### src/rtl/packet_transfer_arbiter.sv
// packet_transfer_arbiter: packet-atomic NoC/CPU arbiter driving the router transfer port.
// Optional mid-packet stall watchdog enabled by defining PACKET_ARBITER_WATCHDOG_EN.
package types;
   typedef logic [31:0] flit_t;
endpackage

module packet_transfer_arbiter #(
   parameter int NOC_BURST = 2
`ifdef PACKET_ARBITER_WATCHDOG_EN
  ,parameter int WATCHDOG_CYCLES = 255
`endif
) (
   input  logic         nocclk,
   input  logic         rst,
   input  types::flit_t noc_flit,
   input  logic         noc_flit_valid,
   input  logic         noc_flit_last,
   output logic         noc_flit_ready,
   input  types::flit_t cpu_flit,
   input  logic         cpu_flit_valid,
   input  logic         cpu_flit_last,
   output logic         cpu_flit_ready,
   output types::flit_t transfered_flit,
   output logic         transfered_flit_valid,
   input  logic         transfered_flit_ready,
   output types::flit_t transfered_head_flit,
   output logic         is_flit_from_cpu,
   output logic         arb_timeout
);

   localparam int BURST_W = $clog2(NOC_BURST + 1);
   localparam logic [BURST_W-1:0] BURST_MAX = BURST_W'(NOC_BURST);

   typedef enum logic [1:0] {IDLE, GRANT_NOC, GRANT_CPU} state_t;

   state_t             state_q, state_d;
   logic [BURST_W-1:0] burst_cnt_q, burst_cnt_d;
   logic               head_pending_q, head_pending_d;
   types::flit_t       out_flit_q, out_flit_d;
   types::flit_t       head_flit_q, head_flit_d;
   logic               out_valid_q, out_valid_d;
   logic               from_cpu_q, from_cpu_d;

   logic               out_free;
   logic               noc_accept;
   logic               cpu_accept;
   logic               accept;
   types::flit_t       accept_flit;
   logic               accept_last;

   // Source ready follows the output register so backpressure stalls the source in the same cycle.
   always_comb begin
      out_free       = !out_valid_q || transfered_flit_ready;
      noc_flit_ready = (state_q == GRANT_NOC) && out_free;
      cpu_flit_ready = (state_q == GRANT_CPU) && out_free;
      noc_accept     = noc_flit_valid && noc_flit_ready;
      cpu_accept     = cpu_flit_valid && cpu_flit_ready;
      accept         = noc_accept || cpu_accept;
      accept_flit    = cpu_accept ? cpu_flit : noc_flit;
      accept_last    = cpu_accept ? cpu_flit_last : noc_flit_last;
   end

   always_comb begin
      state_d        = state_q;
      burst_cnt_d    = burst_cnt_q;
      head_pending_d = head_pending_q;
      unique case (state_q)
         IDLE: begin
            head_pending_d = 1'b1;
            if (noc_flit_valid && cpu_flit_valid) begin
               if (burst_cnt_q == BURST_MAX) begin
                  state_d     = GRANT_CPU;
                  burst_cnt_d = '0;
               end else begin
                  state_d     = GRANT_NOC;
                  burst_cnt_d = burst_cnt_q + 1'b1;
               end
            end else if (noc_flit_valid) begin
               state_d     = GRANT_NOC;
               burst_cnt_d = '0;
            end else if (cpu_flit_valid) begin
               state_d     = GRANT_CPU;
               burst_cnt_d = '0;
            end
         end
         GRANT_NOC, GRANT_CPU: begin
            if (accept) begin
               head_pending_d = 1'b0;
               if (accept_last) begin
                  state_d = IDLE;
               end
            end
         end
         default: state_d = IDLE;
      endcase
   end

   always_comb begin
      out_valid_d = out_valid_q;
      out_flit_d  = out_flit_q;
      from_cpu_d  = from_cpu_q;
      head_flit_d = head_flit_q;
      if (accept) begin
         out_valid_d = 1'b1;
         out_flit_d  = accept_flit;
         from_cpu_d  = cpu_accept;
         if (head_pending_q) begin
            head_flit_d = accept_flit;
         end
      end else if (transfered_flit_ready) begin
         out_valid_d = 1'b0;
      end
   end

   always_ff @(posedge nocclk or posedge rst) begin
      if (rst) begin
         state_q        <= IDLE;
         burst_cnt_q    <= '0;
         head_pending_q <= 1'b1;
         out_valid_q    <= 1'b0;
         out_flit_q     <= '0;
         from_cpu_q     <= 1'b0;
         head_flit_q    <= '0;
      end else begin
         state_q        <= state_d;
         burst_cnt_q    <= burst_cnt_d;
         head_pending_q <= head_pending_d;
         out_valid_q    <= out_valid_d;
         out_flit_q     <= out_flit_d;
         from_cpu_q     <= from_cpu_d;
         head_flit_q    <= head_flit_d;
      end
   end

   assign transfered_flit       = out_flit_q;
   assign transfered_flit_valid = out_valid_q;
   assign transfered_head_flit  = head_flit_q;
   assign is_flit_from_cpu      = from_cpu_q;

`ifdef PACKET_ARBITER_WATCHDOG_EN
   localparam int WD_W = $clog2(WATCHDOG_CYCLES + 1);
   localparam logic [WD_W-1:0] WD_MAX = WD_W'(WATCHDOG_CYCLES);

   logic [WD_W-1:0] stall_cnt_q, stall_cnt_d;
   logic            timeout_q, timeout_d;
   logic            src_valid;

   // Only stalls after the head has been taken count; the grant itself is never released.
   always_comb begin
      src_valid   = (state_q == GRANT_CPU) ? cpu_flit_valid : noc_flit_valid;
      stall_cnt_d = stall_cnt_q;
      timeout_d   = timeout_q;
      if ((state_q == IDLE) || accept) begin
         stall_cnt_d = '0;
      end else if (!head_pending_q && !src_valid && (stall_cnt_q != WD_MAX)) begin
         stall_cnt_d = stall_cnt_q + 1'b1;
      end
      if (stall_cnt_d == WD_MAX) begin
         timeout_d = 1'b1;
      end
   end

   always_ff @(posedge nocclk or posedge rst) begin
      if (rst) begin
         stall_cnt_q <= '0;
         timeout_q   <= 1'b0;
      end else begin
         stall_cnt_q <= stall_cnt_d;
         timeout_q   <= timeout_d;
      end
   end

   assign arb_timeout = timeout_q;
`else
   assign arb_timeout = 1'b0;
`endif

endmodule

### config.mk
export PLATFORM = sky130hd
export DESIGN_NAME = packet_transfer_arbiter
export DESIGN_NICKNAME = d
export VERILOG_FILES = /design/src/rtl/packet_transfer_arbiter.sv
export SDC_FILE = /design/constraint.sdc
export NUM_CORES = 1
export LEC_CHECK = 0
export BUFFER_PORTS_ARGS = -buffer_cell sky130_fd_sc_hd__buf_4
export CORE_MARGIN = 2
export CORE_UTILIZATION = 44
export DETAILED_ROUTE_END_ITERATION = 8
export PLACE_DENSITY_LB_ADDON = 0.12
export SETUP_SLACK_MARGIN = 0.3
export SLEW_MARGIN = 20
export SYNTH_ARGS = -nofsm -noshare
export SYNTH_HDL_FRONTEND = slang
export SYNTH_SLANG_ARGS = --single-unit
### constraint.sdc
create_clock -name nocclk -period 2 [get_ports nocclk]
set_input_delay 0.2 -clock nocclk [delete_from_list [all_inputs] [get_ports nocclk]]
set_output_delay 0.2 -clock nocclk [all_outputs]
set_load 0.05 [all_outputs]
[Word level (Yosys, flattened, before mapping)]
Cells that the tools add are included.
W data, S select, Z words.
Storage, ports and cells
  flip-flop bits (word level): 71
  bits in latches: 0
  bits in writable memories: 0
  memory bits (read-only): 0
  output and inout bits: 69
  logic and storage cells: 48
  memories: 0
Operators by class
  add/sub/neg operators: 1
  multiply operators: 0
  divide/modulo/power cells: 0
  order comparisons: 0
  equal/unequal tests: 6
  shift operators: 0
  multiplexer cells: 17
  bitwise logic cells: 0
  reduce and logical (&&, ||, !) cells: 17
Operator list (number)
  $mux W32: 1
  $mux W2: 10
  $reduce_and A2 Y1: 3
  $logic_and A1 B1 Y1: 5
  $eq A2 B2 Y1 const B: 2
  $mux W1: 4
  $ne A2 B2 Y1 const B: 2
  $ne A4 B4 Y1 const B: 1
  $pmux W2 S2: 1
  $reduce_bool A2 Y1: 2
  $reduce_and A3 Y1: 1
  $reduce_bool A3 Y1: 1
  $add A2 B1 Y2 const B: 1
  $eq A2 B1 Y1 const B: 1
  $logic_not A2 Y1: 1
  $logic_or A1 B1 Y1: 2
  $pmux W1 S2: 1
  $reduce_or A2 Y1: 1
  $logic_not A1 Y1: 1

[Longest topological paths before layout]
Gate-level depths: netlist of the first run.
  depth in word-level cells: 8
  depth in mapped cells: 8
  depth with buffers taken out: 6

[Worst setup path before layout of the first run]
Ideal clock, no wire load.
  path type: reg-to-reg
  from: register out_valid_q, in the netlist transfered_flit_valid
  to: register state_q[1]
  arrival time: 1641 ps
  required time: 1878 ps
  setup slack: 237 ps
  stages on the path, launching flop included: 5
  clock period less this slack: 1763 ps
  cells stage by stage: dfrtp_1 nor2b_4 nor3b_1 or3_1 a32o_1
Between the ends
  word-level cells in the longest chain between the ends: 7
RTL lines
  start, declared: RTL line 41  | logic out_valid_q, out_valid_d;
  start signal, assigned: RTL line 128  | out_valid_q <= out_valid_d;
  $logic_not A1 Y1 (*): RTL line 53  | out_free = !out_valid_q || transfered_flit_ready;
  $logic_or A1 B1 Y1 (*): RTL line 53
  $logic_and A1 B1 Y1, on equally long branches: RTL line 55, 54
  $logic_and A1 B1 Y1, on equally long branches: RTL line 57, 56
  $mux W1 or $logic_or A1 B1 Y1 (tied branches): RTL line 60, 58
  $ne A2 B2 Y1 (no line)
  $reduce_and A3 Y1 (no line) (*)
  end signal, assigned: RTL line 125  | state_q <= state_d;
  end, declared: RTL line 36  | state_t state_q, state_d;
Mark *: on every way between the ends. The rest lies on a longest branch, timed or not.
A chain may end at the register's enable or synchronous reset.

[Worst setup path after layout of the first run]
  from: register state_q[1]
  to: output port noc_flit_ready
Between the ends
  word-level cells in the longest chain between the ends: 2
RTL lines
  $eq A2 B1 Y1: RTL line 54  | noc_flit_ready = (state_q == GRANT_NOC) && out_free;
  $logic_and A1 B1 Y1: RTL line 54
  end, declared: RTL line 18  | output logic noc_flit_ready,
Every way passes these cells.

==> results.cfg, run 1 <==
[run_status]
status = finished clean

[placement]
dp_hpwl_mm = 6.069
port_buffers = 138
gp_congestion = 0.7640
dp_slack_ps = 285.6

[layout]
area_delta_synth_final_pct = 45.68
register_area_um2 = 1779
n_antenna_cell = 0
fill_cells = 640
drive_above_1_share_pct = 40.17
nets = 552
multi_input_area_um2 = 1514

[logic_synthesis]
syn_inst = 325
async_flop_share_pct = 100.0
ys_ff_latch = 71
netlist_area_um2 = 3435
synth_edf_count = 0
synthDistinctLibCells = 32
ys_top_cells_by_count = dfrtp_1 (70), nand2_1 (70), mux2i_1 (64)
seq_area_frac_synth_pct = 51.77
syn_area_per_cell_um2 = 10.57
synth_top_area_share_pct = 51.00
yosysWarnings = 0
syn_nets = 399
dominantRegCellSynth = dfrtp_1
synth.area.top_cells = dfrtp_1 (51%), mux2i_1 (19%), nand2_1 (7.7%)
yosys.area.top_type = dfrtp_1

[drt]
wirelength_mm = 8.875
first_iter_violations = 85
wl_per_cell_um = 15.17
antenna_left = 0
first_pass_iters = 4
num_vias = 2894
vias_per_cell = 4.947
wirelength_met1_mm = 3.854
wl_met2_mm = 4.392
top_layer = met4
wl_met3_um = 562
drc = 0

[global_routing]
grt_pass1_vias = 2709
antenna_found_initial = 0
grt_max_degree = 53
grtUsageTotal_pct = 19.58
grt_overflow = 0
grt_pass1_wl_mm = 13.25

[critical_path]
cp.required_ps = 1800
setup.worst_path.end_class = output pin
critPathKind = register to output pin
crit_path_max_fanout = 4
worst-endpoint-arrival_ps = 1420
worstSetupStartpointType = register

[flow_run]
drv_cap = 0

[clock_tree]
htree_levels = 3
clock-sinks = 71
clk-insertion-delay-late_ps = 330
clk_path_buf_depth = 2
cts_tree = built
cts-buffers-inserted = 9
cts_root_buf = clkbuf_8
clk_pin_slew_ps = 80

[die]
io_pins = 140
initial_core_util_pct = 44.91
chipWidth_um = 92.35
dieHeight_um = 92.35
dieArea_um2 = 8529
row_count = 32
core_region_area_um2 = 7647

[timing]
fin_crit_ps = 1621
drv_slew = 0
finalCritPeriodShare_pct = 81.06
finalSetupTns_ps = 0
setup_viol_count_final = 0
worstMarginPinSlew_ps = 661.0
slew-limit-headroom_pct = 55.84
hold_viol = 0
fin_skew_ps = 8.457
rsz0062_at_grt = false
layout_setup_ws_ps = 378.7
max_freq_mhz = 616.8

[pwr]
peakVddDrop_mv = 0.9544
p_per_area_nw_per_um2 = 1812
cellLeakagePower_nw = 2.461

[hold_path]
min_path_type = primary input to register
## metrics by stage
step	power (mW)	cells	area, um2	utilization (%)	hold slack (ps)
after floorplan	6.129	325	3440	-	316.8
after global placement	7.624	554	4579	59.88	321.7
after detailed placement	7.718	554	4579	59.88	326.2
after CTS	8.948	571	4811	62.91	59.25
after global routing	9.557	585	5004	65.43	67.75
final	9.066	585	5004	65.43	75.59
## layout by cell type, fill, tap and decap left out, types with 2 or more instances in the layout
cell type	count
buf_4	150
nand2_1	70
dfrtp_1	69
mux2i_1	63
o21ai_1	40
o21ai_0	27
clkbuf_8	12
inv_1	4
clkinvlp_4	4
clkbuf_16	4
buf_12	4
nor2_1	3
nand2_2	2
a32o_1	2
nor2_4	2
and2_1	2
ha_2	2
buf_6	2
## final timing paths
check | startpoint | end | slack (ps) | cells after the start
worst max-delay path | state_q[1]$_DFFE_PP0P_ | noc_flit_ready | 380 | 4
worst max register to register | state_q[0]$_DFFE_PP0P_ | state_q[1]$_DFFE_PP0P_ | 380 | 6
max in group asynchronous | rst | transfered_head_flit[18]$_DFFE_PP0P_ | 850 | 4
min in group asynchronous | rst | transfered_flit_valid$_DFFE_PP0P_ | 520 | 3
worst min register to register | transfered_head_flit[11]$_DFFE_PP0P_ | transfered_head_flit[11]$_DFFE_PP0P_ | 490 | 2
worst min-delay path | cpu_flit[10] | transfered_flit[10]$_DFFE_PP0P_ | 80 | 3
## logic make-up (layout without fill, tap and decap cells)
logic type | count (synthesis) | after routing | synth area share [%]
AND/OR/NAND/NOR | 87 | 87 | 12.24
AO/OA/AOI/OAI | 74 | 74 | 11.58
flip-flops | 71 | 71 | 51.77
multiplexers | 64 | 64 | 18.65
buffers and inverters | 25 | 183 | 4.554
adder cells (fa/ha/maj) | 3 | 3 | 1.093
other | 1 | 1 | 0.1092
## critical path, stage by stage (launching register included)
cell	delay (ps)
dfrtp_1	400
inv_1	90
ha_2	240
and2_1	170
buf_4	200
## routing by layer
metal / up-vias / track usage [%]
met3: 5 / 5.126
met2: 84 / 30.72
met4: 0 / 6.716
met5: - / 0
met1: 1385 / 26.43
li1: 1420 / -
## where the power goes
| part | internal [mW] | switching [mW] | leakage (nW) | total (mW) |
|---|---|---|---|---|
| Clock | 0.679 | 0.544 | 0.101 | 1.22 |
| Sequential | 2.13 | 0.394 | 0.880 | 2.52 |
| Combinational | 1.75 | 3.57 | 1.48 | 5.32 |
| Total | 4.56 | 4.51 | 2.46 | 9.07 |
## sequential cells by signal (all words and copies together), names as in the netlist
register and cells:
head_pending_q 1, transfered_head_flit 32, state_q 2, is_flit_from_cpu 1, burst_cnt_q 2, transfered_flit_valid 1
transfered_flit 32
## layout make-up
type	instances	area share [%]
repair buffers	161	26.76
clock buffers	12	3.301
clock inverters	4	1.050
flip-flops and latches	71	35.56
multi-input cells	229	30.26
inverters	6	0.5251
well taps	102	2.551
## repair_timing
item,in CTS,in global routing
buffers inserted,0,10
gates resized for setup,1,6
hold buffers,1,0
pin swaps,0,2
endpoints found under the hold margin,23,0
endpoints found under the setup margin,10,54
cloned,0,4
No activity file was read; power rests on OpenSTA's default activity.
==> inputs of run 2 (changes only) <==
ABC_AREA = 1   (was not set)
CORE_UTILIZATION = 43   (was 44)
clock period = 1.3 ns   (was 2 ns; I/O delays follow)
==> run 2 against run 1 <==
The run now ends with negative setup slack left. Wire length is 37% higher. Via count is 30% higher. Synthesized area is 2.6% lower. Critical path type is now register to register. Sequential cell count stayed put. Largest cell class is now non-clock buffers. Highest routed layer unchanged.
==> results.cfg, run 2 <==
[run_status]
status = finished, violations left
violations = negative setup slack

[timing]
rsz0062_at_grt = true
fin_crit_ps = 1667
setup_viol_count_final = 73
fin_skew_ps = 5.699
layout_setup_ws_ps = -366.6
finalCritPeriodShare_pct = 128.2
max_freq_mhz = 600.0
drv_slew = 0
hold_viol = 0

[placement]
placed_cell_area_um2 = 4661
port_buffers = 138
placed_cells = 641
dp_hpwl_mm = 6.706
gp_congestion = 0.8340

[clock_tree]
cts_root_buf = clkbuf_8
clk-insertion-delay-late_ps = 340
cts_tree = built
clock-sinks = 71
clk_pin_slew_ps = 80
clk_path_buf_depth = 2
htree_levels = 3
cts-buffers-inserted = 9

[global_routing]
grt_pass1_vias = 3212
grtUsageTotal_pct = 23.57
antenna_found_initial = 0
grt_overflow = 0
grt_pass1_wl_mm = 15.64
grt_max_degree = 72

[layout]
n_antenna_cell = 0
nets = 668
area_delta_synth_final_pct = 81.38
fill_cells = 503
final_common_cell = buf_4
drive_above_1_share_pct = 50.17
final_cell_mix = buf_4 (106), nand2_1 (105), buf_6 (72)
instances_no_fill = 700
postLayoutCellArea_um2 = 6068

[die]
io_pins = 140
core_region_area_um2 = 7647
chipWidth_um = 92.21
dieArea_um2 = 8503
initial_core_util_pct = 43.75
row_count = 32
dieHeight_um = 92.21

[logic_synthesis]
yosysWarnings = 0
dominantRegCellSynth = dfrtp_1
synth.area.top_cells = dfrtp_1 (52%), nand2_1 (16%), a31oi_1 (6.0%)
ys_ff_latch = 71
async_flop_share_pct = 100.0
synthDistinctLibCells = 24
netlist_area_um2 = 3346
yosys.area.top_type = dfrtp_1
syn_nets = 481
synth_top_area_share_pct = 52.36
ys_top_cells_by_count = nand2_1 (143), dfrtp_1 (70), nand3_1 (40)
syn_area_per_cell_um2 = 8.220
syn_inst = 407
seq_area_frac_synth_pct = 53.14
yosysMostFrequentCell = nand2_1
synth_edf_count = 0

[pwr]
p_per_area_nw_per_um2 = 2911
cellLeakagePower_nw = 2.977
peakVddDrop_mv = 1.603

[drt]
vias_per_cell = 5.384
num_vias = 3769
antenna_left = 0
first_pass_iters = 5
wl_per_cell_um = 17.38
drc = 0
first_iter_violations = 168
wirelength_mm = 12.17

[hold_path]
min_path_type = primary input to register

[critical_path]
crit_path_max_fanout = 6
setup.worst_path.end_class = register
critPathKind = register to register
worst-endpoint-arrival_ps = 1950
cp.required_ps = 1590
worstSetupStartpointType = register

[flow_run]
drv_cap = 0
-- run 2: final cells by class --
type,count,area [um2],share of cell area (%)
tap,102,127.6,2.103
multi-input combinational,296,1782,29.36
sequential,71,1780,29.34
clock buffer,11,131.4,2.165
timing repair buffer,203,2140,35.26
inverter,13,60.06,0.9897
clock inverter,4,47.55,0.7835
-- run 2: through the flow --
stage	hold slack [ps]	total power, mW	setup WS [ps]	util [%]	setup TNS [ps]
floorplan	289.6	9.816	-122.5	-	-6518
global placement	268.2	12.48	-169.0	60.95	-8962
detailed placement	267.8	12.60	-222.5	60.95	-11610
CTS	66.86	15.36	-269.1	68.34	-14330
global route	72.35	18.42	-442.0	79.35	-25370
finish	72.09	17.67	-366.6	79.35	-21010
-- run 2: what timing repair did --
| item | in CTS | in global routing |
|---|---|---|
| hold buffers | 1 | 0 |
| pin swaps | 3 | 13 |
| gates cloned | 0 | 9 |
| endpoints found under the hold margin | 70 | 0 |
| gates resized for setup | 80 | 102 |
| setup buffers | 8 | 26 |
| endpoints found under the setup margin | 139 | 139 |
-- run 2: kinds of logic after synthesis --
logic type	share of synthesized area [%]
AO/OA/AOI/OAI	11.67
adder cells (fa/ha/maj)	1.122
buffers and inverters	5.983
flip-flops	53.14
other	0.1121
AND/OR/NAND/NOR	27.97
-- run 2: worst paths after layout --
| check | startpoint | endpoint | slack (ps) | cells after the start |
|---|---|---|---|---|
| max reg2reg | state_q[0]$_DFFE_PP0P_ | transfered_head_flit[10]$_DFFE_PP0P_ | -370 | 11 |
| max | state_q[0]$_DFFE_PP0P_ | transfered_head_flit[10]$_DFFE_PP0P_ | -370 | 11 |
| min | noc_flit[27] | transfered_flit[27]$_DFFE_PP0P_ | 70 | 3 |
| min in group asynchronous | rst | transfered_flit[17]$_DFFE_PP0P_ | 450 | 4 |
| min reg2reg | transfered_head_flit[31]$_DFFE_PP0P_ | transfered_head_flit[31]$_DFFE_PP0P_ | 500 | 2 |
| max in group asynchronous | rst | head_pending_q$_DFFE_PP1P_ | 510 | 4 |
-- run 2: worst max-delay path, cell delays in order (launching register included) --
cell	delay, ps
dfrtp_1	420
inv_2	100
ha_4	130
buf_6	100
nand3_4	120
nand2_8	140
inv_8	50
nor2_4	120
buf_12	150
clkbuf_16	150
nand2_2	50
nand2_2	60
-- run 2: routing by layer --
metal | GRT usage [%] | wire length [um]
met3 | 4.848 | 747
met2 | 39.22 | 6266
met4 | 8.582 | 201
met5 | 0 | 0
met1 | 30.49 | 4951
-- run 2: where the power goes --
part           internal [mW]  switching, mW  total (mW)
registers               3.28          0.818        4.09
clock network          0.871          0.815        1.69
logic                   4.89           7.00        11.9
total                   9.04           8.63        17.7
